## config.mk

```make
export PLATFORM = sky130hd
export DESIGN_NAME = adc_scan_sequencer
export DESIGN_NICKNAME = d
export VERILOG_FILES = /design/src/rtl/adc_scan_sequencer.sv
export SDC_FILE = /design/constraint.sdc
export NUM_CORES = 1
export LEC_CHECK = 0
export CAP_MARGIN = 10
export CORE_UTILIZATION = 40
export DETAILED_ROUTE_END_ITERATION = 7
export GPL_TIMING_DRIVEN = 0
export PLACE_DENSITY = 0.62
export SLEW_MARGIN = 20
export SYNTH_ARGS = -nofsm -noshare
export SYNTH_HDL_FRONTEND = slang
export SYNTH_SLANG_ARGS = --single-unit
```

## constraint.sdc

```tcl
create_clock -name clk -period 4.6 [get_ports clk]
set_clock_uncertainty 0.05 [all_clocks]
set_input_delay 0.92 -clock clk [delete_from_list [all_inputs] [get_ports clk]]
set_output_delay 0.92 -clock clk [all_outputs]
set_load 0.05 [all_outputs]
```

## src/rtl/adc_scan_sequencer.sv

```systemverilog
// rtl/adc_scan_sequencer.sv - multi-channel ADC scan sequencer with Avalon-MM register bank
module adc_scan_sequencer #(
  parameter int NUM_CH   = 8,
  parameter int DATA_W   = 12,
  parameter int PERIOD_W = 24,
  parameter int TIMEOUT  = 4096
) (
  input  logic              clk,
  input  logic              reset_n,
  input  logic [3:0]        address,
  input  logic              chipselect,
  input  logic              write_n,
  input  logic [31:0]       writedata,
  output logic [31:0]       readdata,
  output logic              adc_start,
  output logic [2:0]        adc_ch,
  input  logic              adc_done,
  input  logic [DATA_W-1:0] adc_data,
  output logic              irq
);

  localparam int TC_W = $clog2(TIMEOUT);

  typedef enum logic [2:0] {S_IDLE, S_START, S_CONV, S_NEXT, S_WAIT} state_t;

  state_t state, state_n;

  logic                enable, single_shot, irq_en;
  logic [NUM_CH-1:0]   mask;
  logic [PERIOD_W-1:0] period, pcnt;
  logic [TC_W-1:0]     tcnt;
  logic [2:0]          ch, ch_n;
  logic                round_done, timeout_flag;
  logic [NUM_CH-1:0]   res_valid;
  logic [DATA_W-1:0]   res_data [NUM_CH];
  logic [2:0]          res_ch   [NUM_CH];
  logic [31:0]         rdata_n;

  logic start_c, tcnt_clr, tcnt_inc, store, set_to, set_rd, clr_en, pcnt_load, pcnt_dec;
  logic [3:0] low_sel, nxt_sel;

  logic wr, wr_ctrl, wr_mask, wr_period, wr_status;
  logic unused_wdata;

  assign wr        = chipselect & ~write_n;
  assign wr_ctrl   = wr && (address == 4'd0);
  assign wr_mask   = wr && (address == 4'd1);
  assign wr_period = wr && (address == 4'd2);
  assign wr_status = wr && (address == 4'd3);
  assign unused_wdata = &{1'b0, writedata[31:PERIOD_W]};

  // {found, channel} of the lowest enabled channel
  function automatic logic [3:0] lowest_ch(input logic [NUM_CH-1:0] m);
    logic [3:0] r;
    r = 4'b0;
    for (int i = NUM_CH - 1; i >= 0; i--)
      if (m[i]) r = {1'b1, 3'(i)};
    return r;
  endfunction

  // {found, channel} of the lowest enabled channel strictly above cur
  function automatic logic [3:0] next_ch(input logic [NUM_CH-1:0] m, input logic [2:0] cur);
    logic [3:0] r;
    r = 4'b0;
    for (int i = NUM_CH - 1; i >= 0; i--)
      if (m[i] && (i > int'(cur))) r = {1'b1, 3'(i)};
    return r;
  endfunction

  assign low_sel   = lowest_ch(mask);
  assign nxt_sel   = next_ch(mask, ch);
  // adc_start decodes straight from the state so an async reset drops it immediately
  assign adc_start = start_c;
  assign adc_ch    = ch;

  // State register
  always_ff @(posedge clk or negedge reset_n) begin
    if (!reset_n) state <= S_IDLE;
    else          state <= state_n;
  end

  // Next-state and per-state control strobes
  always_comb begin
    state_n   = state;
    ch_n      = ch;
    start_c   = 1'b0;
    tcnt_clr  = 1'b0;
    tcnt_inc  = 1'b0;
    store     = 1'b0;
    set_to    = 1'b0;
    set_rd    = 1'b0;
    clr_en    = 1'b0;
    pcnt_load = 1'b0;
    pcnt_dec  = 1'b0;
    case (state)
      S_IDLE: begin
        if (enable && low_sel[3]) begin
          ch_n    = low_sel[2:0];
          state_n = S_START;
        end
      end
      S_START: begin
        start_c  = 1'b1;
        tcnt_clr = 1'b1;
        state_n  = S_CONV;
      end
      S_CONV: begin
        if (adc_done) begin
          store   = 1'b1;
          state_n = S_NEXT;
        end else if (tcnt == TC_W'(TIMEOUT - 1)) begin
          set_to  = 1'b1;
          state_n = S_NEXT;
        end else begin
          tcnt_inc = 1'b1;
        end
      end
      S_NEXT: begin
        if (nxt_sel[3]) begin
          // a disabled sequencer finishes only the conversion already in flight
          if (enable) begin
            ch_n    = nxt_sel[2:0];
            state_n = S_START;
          end else begin
            state_n = S_IDLE;
          end
        end else begin
          set_rd = 1'b1;
          if (single_shot) begin
            clr_en  = 1'b1;
            state_n = S_IDLE;
          end else if (!enable) begin
            state_n = S_IDLE;
          end else begin
            pcnt_load = 1'b1;
            state_n   = S_WAIT;
          end
        end
      end
      S_WAIT: begin
        if (!enable || !low_sel[3]) begin
          state_n = S_IDLE;
        end else if (pcnt == '0) begin
          ch_n    = low_sel[2:0];
          state_n = S_START;
        end else begin
          pcnt_dec = 1'b1;
        end
      end
      default: state_n = S_IDLE;
    endcase
  end

  // Channel pointer, conversion timeout counter and inter-round period counter
  always_ff @(posedge clk or negedge reset_n) begin
    if (!reset_n) begin
      ch   <= 3'd0;
      tcnt <= '0;
      pcnt <= '0;
    end else begin
      ch <= ch_n;
      if (tcnt_clr)      tcnt <= '0;
      else if (tcnt_inc) tcnt <= tcnt + 1'b1;
      if (pcnt_load)     pcnt <= period;
      else if (pcnt_dec) pcnt <= pcnt - 1'b1;
    end
  end

  // Software-visible control/status registers; hardware set beats a W1C clear
  always_ff @(posedge clk or negedge reset_n) begin
    if (!reset_n) begin
      enable       <= 1'b0;
      single_shot  <= 1'b0;
      irq_en       <= 1'b0;
      mask         <= '0;
      period       <= '0;
      round_done   <= 1'b0;
      timeout_flag <= 1'b0;
      irq          <= 1'b0;
    end else begin
      if (wr_ctrl) begin
        enable      <= writedata[0];
        single_shot <= writedata[1];
        irq_en      <= writedata[2];
      end else if (clr_en) begin
        enable <= 1'b0;
      end
      if (wr_mask)   mask   <= writedata[NUM_CH-1:0];
      if (wr_period) period <= writedata[PERIOD_W-1:0];
      round_done   <= set_rd | (round_done & ~(wr_status & writedata[1]));
      timeout_flag <= set_to | (timeout_flag & ~(wr_status & writedata[2]));
      irq          <= irq_en & (round_done | timeout_flag);
    end
  end

  // Per-channel result registers; a CTRL write invalidates, a same-cycle store still lands
  always_ff @(posedge clk or negedge reset_n) begin
    if (!reset_n) begin
      res_valid <= '0;
      for (int n = 0; n < NUM_CH; n++) begin
        res_data[n] <= '0;
        res_ch[n]   <= 3'd0;
      end
    end else begin
      for (int n = 0; n < NUM_CH; n++) begin
        if (store && (ch == 3'(n))) begin
          res_valid[n] <= 1'b1;
          res_data[n]  <= adc_data;
          res_ch[n]    <= ch;
        end else if (wr_ctrl) begin
          res_valid[n] <= 1'b0;
        end
      end
    end
  end

  // Read mux
  always_comb begin
    rdata_n = 32'd0;
    case (address)
      4'd0: rdata_n[2:0] = {irq_en, single_shot, enable};
      4'd1: rdata_n[NUM_CH-1:0] = mask;
      4'd2: rdata_n[PERIOD_W-1:0] = period;
      4'd3: begin
        rdata_n[0]    = (state != S_IDLE);
        rdata_n[1]    = round_done;
        rdata_n[2]    = timeout_flag;
        rdata_n[10:8] = ch;
      end
      default: begin
        if (address[3] && (int'(address[2:0]) < NUM_CH)) begin
          rdata_n[31]          = res_valid[address[2:0]];
          rdata_n[18:16]       = res_ch[address[2:0]];
          rdata_n[DATA_W-1:0]  = res_data[address[2:0]];
        end
      end
    endcase
  end

  // Registered read data, one cycle behind the address
  always_ff @(posedge clk or negedge reset_n) begin
    if (!reset_n) readdata <= 32'd0;
    else          readdata <= rdata_n;
  end

endmodule

```

## After elaboration in Yosys (flattened, before gate mapping)

Index checks and enable logic that the tools add are counted.

| word-level totals | value |
|---|---|
| latch bits | 0 |
| bits of input ports | 53 |
| bits in writable memories | 0 |
| register bits after elaboration | 233 |
| memories | 0 |
| ROM bits | 0 |
| word-level logic and storage cells | 215 |
| output and inout bits | 37 |

| operators by class | value |
|---|---|
| $lt $le $gt $ge | 9 |
| reduce and logical (&&, ||, !) cells | 46 |
| bitwise gates (word level) | 13 |
| add/sub/neg operators | 2 |
| equality and inequality tests | 22 |
| multiply operators | 0 |
| div/mod/pow operators | 0 |
| shift operators | 0 |
| mux-type cells | 86 |

Operators by type and width:

| cell | count |
|---|---|
| $mux 4 | 16 |
| $mux 12 | 5 |
| $mux 24 | 2 |
| $mux 3 | 16 |
| $bmux 12 s3 | 1 |
| $mux 1 | 36 |
| $logic_not 24->1 | 1 |
| $sub 24x1->24 const B | 1 |
| $reduce_bool 2->1 | 11 |
| $logic_and 1x1->1 | 20 |
| $pmux 3 s3 | 2 |
| $eq 3x3->1 const B | 5 |
| $pmux 3 s5 | 1 |
| $pmux 5 s3 | 1 |
| $add 12x1->12 const B | 1 |
| $eq 12x12->1 const B | 1 |
| $eq 3x2->1 const B | 4 |
| $gt 3x3->1 const A | 4 |
| $pmux 3 s4 | 1 |
| $ne 2x2->1 const B | 5 |
| $bmux 3 s3 | 1 |
| $eq 4x2->1 const B | 2 |
| $and 1x1->1 | 6 |
| $eq 3x1->1 const B | 2 |
| 23 further kinds | 33 |

## Longest topological paths before layout

| logic depth | value |
|---|---|
| depth after elaboration | 14 |
| depth in mapped cells | 9 |
| depth with buffers taken out | 8 |

## Least setup slack after synthesis

Ideal clock, no wire load.

| timing path | value |
|---|---|
| kind | input to register |
| start | input port address[0] |
| end | register readdata[10] |
| data required time | 4.423 ns |
| buffers on the path | 2 |
| setup slack | 1.924 ns |
| cell stages on the path | 6 |
| arrival | 2.499 ns |
| path through | clkbuf_1 > buf_2 > mux4_2 > mux2_2 > a222oi_1 > inv_1 |

| on the way | value |
|---|---|
| longest elaborated chain between the ends | 6 |

Ends and longest elaborated chain:

| what | RTL line | text |
|---|---|---|
| start: declaration | 10 | `input logic [3:0] address,` |
| $not 3->4 (implied by the code) | 234 | `rdata_n[DATA_W-1:0] = res_data[address[2:0]];` |
| $bmux 12 s3 | 234 |  |
| $mux 12 (implied by the code) (2 in series) | 234 |  |
| $mux 12 | 231 | `if (address[3] && (int'(address[2:0]) < NUM_CH)) begin` |
| $pmux 3 s3 (*) | 220 | `case (address)` |
| named net rdata_n[10] | 37 | `logic [31:0] rdata_n;` |
| end signal: assignment | 243 | `else readdata <= rdata_n;` |
| end: declaration | 14 | `output logic [31:0] readdata,` |

Mark *: on every way through the listed nets, which the timed path passes. The rest lies on a longest branch. The select of a mux whose other input is x is not followed.
A chain may end at the register's enable or synchronous reset.

## Worst setup path in the final report

| timing path | value |
|---|---|
| start | register state[0] |
| end | output port adc_start |

| on the way | value |
|---|---|
| longest elaborated chain between the ends | 2 |

Ends and longest elaborated chain:

| what | RTL line | text |
|---|---|---|
| start: declaration | 26 | `state_t state, state_n;` |
| start signal: assignment | 79 | `else state <= state_n;` |
| $eq 3x1->1 | 95 | `case (state)` |
| $mux 1 | 95 |  |
| end: declaration | 15 | `output logic adc_start,` |

No other way between the ends.

==> metrics.yaml <==
die_area_um2: 27500
cp.arrival_ns: 2.95
drt-initial-drc-count: 403
startpoint_type: "register"
drive_above_1_share_pct: 29.4
avgViaCountPerCell: 5.47
grt.total_usage_pct: 19.4
nets: 970
max-cap-violations: 0
slew_viol_final: 0
path_max_fanout: 10
yosysTopAreaCellShare_pct: 54.3
gr-total-overflow: 0
start_util_pct: 41.0
max_stage_delay_ns: 0.89
core_area_um2: 26200
synthToLayoutAreaGrowth_pct: 19.4
crit_chain: "clkbuf_1 > nor3b_1 > clkbuf_1 > clkdlybuf4s50_1"
wl_per_cell_um: 20.3
nFillCells: 2319
antenna_left: 0
synth_ff_type: "dfrtp_1"
die-height_um: 166
fin_setup_tns_ns: 0
antennaDiodeCount: 0
maxSlewHeadroom_pct: 43.6
worstSetupPathType: "register to output pin"
synth_top_cell_by_area: "dfrtp_1"
period_share_pct: 85.2
rows: 59
worst-endpoint-required_ns: 3.63
placed_cells: 1223
cts_max_level: 1
dr.pass1.iters: 6
die_x_um: 166
grt_pass1_wl_mm: 41.9
worstSkewPairLatency_ns: 0.52
cts_max_path_buffers: 3
placedInstanceArea_um2: 12000
tightest_slew_ns: 0.843
p_per_area_nw_per_um2: 583
finalNonFillerCells: 1268
num_vias: 6935
io_buffers: 73
antenna_found_initial: 0
yosysSeqAreaShare_pct: 54.3
cts_made_buffers: 25
failed_checks: "DRC"
layout_min_cycle_time_ns: 3.92
boundaryPins: 90
p_leak_nw: 5.83
netlist_instances: 807
ys_ff_latch: 233
rsz0062_at_grt: "false"
syn-cell-area_um2: 10700
drt-total-wl_mm: 25.7
r2r-end: "adc_ch[2]"
r2r-start: "pcnt[0]"
r2r_setup_slack_ns: 1.87
dpl.hpwl_mm: 17.4
vdd_drop_max_v: 0.000248
status: "complete, but fails checks"
cp_slowest_cell: "clkdlybuf4s50_1"
cts_tree: "built"
min_path_type: "input port to asynchronous set/reset pin"
clkTransAtPathRegs_ns: 0.06
synth_warnings: 0
crit_top_cell: "clkbuf_1"
setup_viol: 0
ys_types: 76
r2r_cells: 8
cts_root_buffer: "clkbuf_16"
synth_area_leaders: "dfrtp_1, mux2_2, mux4_2, nand2_1, nor2_1"
grt_pass1_vias: 7363
cts_resized: 0
drcViolationCount: 8
postCtsSetupRepairBufs: 0
synth_edf_count: 0
gp_congestion: 0.821
postCtsHoldBufs: 0
finalInstanceArea_um2: 12800
timing.fmax_ghz: 0.255
async_reset_ff_share_pct: 100
numClockSinks: 233
final_hold_viol_count: 0
grt_max_degree: 93
syn_avg_cell_area_um2: 13.3
end_kind: "output pin"
layout make-up:
| cell class | count | area, um^2 | share of cell area [%] |
|---|---|---|---|
| buffer | 49 | 273 | 2.13 |
| clock inverter | 7 | 116 | 0.907 |
| tap | 335 | 419 | 3.27 |
| multi-input combinational | 513 | 4600 | 35.9 |
| sequential | 233 | 5830 | 45.5 |
| timing repair buffer | 75 | 791 | 6.17 |
| inverter | 18 | 67.6 | 0.527 |
| clock buffer | 38 | 724 | 5.65 |
Yosys cell counts, drive strengths merged (4+ instances only):
library cell / number
o31ai: 5
a221o: 11
xnor2: 4
a21oi: 14
or3: 4
nor3b: 6
clkbuf: 18
a22o: 4
a21o: 7
nor3: 22
a21boi: 4
xor2: 7
nor2b: 12
and2: 17
mux2i: 5
and3: 4
nor2: 31
mux2: 146
o21ai: 23
a222oi: 8
dfrtp: 233
nor4: 9
nand2: 36
nand3: 22
buf: 31
nand2b: 12
or2: 6
mux4: 34
inv: 18
power breakdown:
part	total, mW	internal, mW	leakage, nW	switching [mW]
Clock	2.06	1.25	0.408	0.811
Sequential	3.09	2.68	3.06	0.416
Combinational	2.33	1.13	2.36	1.19
Total	7.48	5.06	5.83	2.42
flip-flops by register name, indices dropped and copies added, names as in the netlist:
| register | count |
|---|---|
| res_ch | 24 |
| period | 24 |
| readdata | 25 |
| tcnt | 12 |
| single_shot | 1 |
| irq | 1 |
| irq_en | 1 |
| mask | 8 |
| state | 3 |
| adc_ch | 3 |
| timeout_flag | 1 |
| enable | 1 |
| round_done | 1 |
| res_data | 96 |
| pcnt | 24 |
| res_valid | 8 |
per-stage QoR:
step | hold WS (ns) | utilization (%) | power, mW | setup WS [ns]
after floorplan | 0.379 | - | 4.75 | 1.92
after global placement | 0.394 | 45.5 | 5.38 | -7.60
after detailed placement | 0.397 | 45.7 | 5.44 | 0.726
after CTS | 0.302 | 48.9 | 7.54 | 0.618
after global routing | 0.312 | 48.9 | 7.92 | 0.491
final | 0.279 | 48.9 | 7.48 | 0.683
routing by layer:
layer	global-route usage (%)	up-vias	share of wire [%]
met4	5.44	0	2.1
met2	30.8	140	47
met5	0	-	0
met3	2.88	36	3.7
li1	-	3187	-
met1	27.7	3572	47
cells by family after synthesis:
logic type / count (synthesis) / share of synthesized area, %
flip-flops: 233 / 54.3
multiplexers: 185 / 23.1
other: 1 / 0.0349
AO/OA/AOI/OAI: 108 / 7.61
adder cells (fa/ha/maj): 2 / 0.233
XOR/XNOR: 11 / 0.897
buffers and inverters: 67 / 3.17
AND/OR/NAND/NOR: 200 / 10.7
critical path, delay by kind of cell (launching register included):
kind,cells,cell delay [ns]
flip-flops,1,0.36
buffers and inverters,3,1.61
AND/OR/NAND/NOR,1,0.46
layout by cell type (no fill, tap or decap), drive strengths merged, types with 14 or more instances in the layout:
cell / instances
a21oi: 14
and2: 17
buf: 34
clkbuf: 56
clkdlybuf4s50: 72
dfrtp: 233
inv: 19
mux2: 146
mux4: 34
nand2: 36
nand3: 22
nor2: 31
nor3: 22
o21ai: 23
worst max-delay path by stage:
stage / to / slack [ns] / start
final: adc_start / 0.68 / state[0]
after global routing: adc_start / 0.49 / state[0]
after global placement: readdata[14] / -7.60 / reset_n
after floorplan: readdata[10] / 1.92 / address[0]
after detailed placement: period[16] / 0.73 / address[2]
after CTS: adc_start / 0.62 / state[0]
Power figures use the tool's default switching activity.
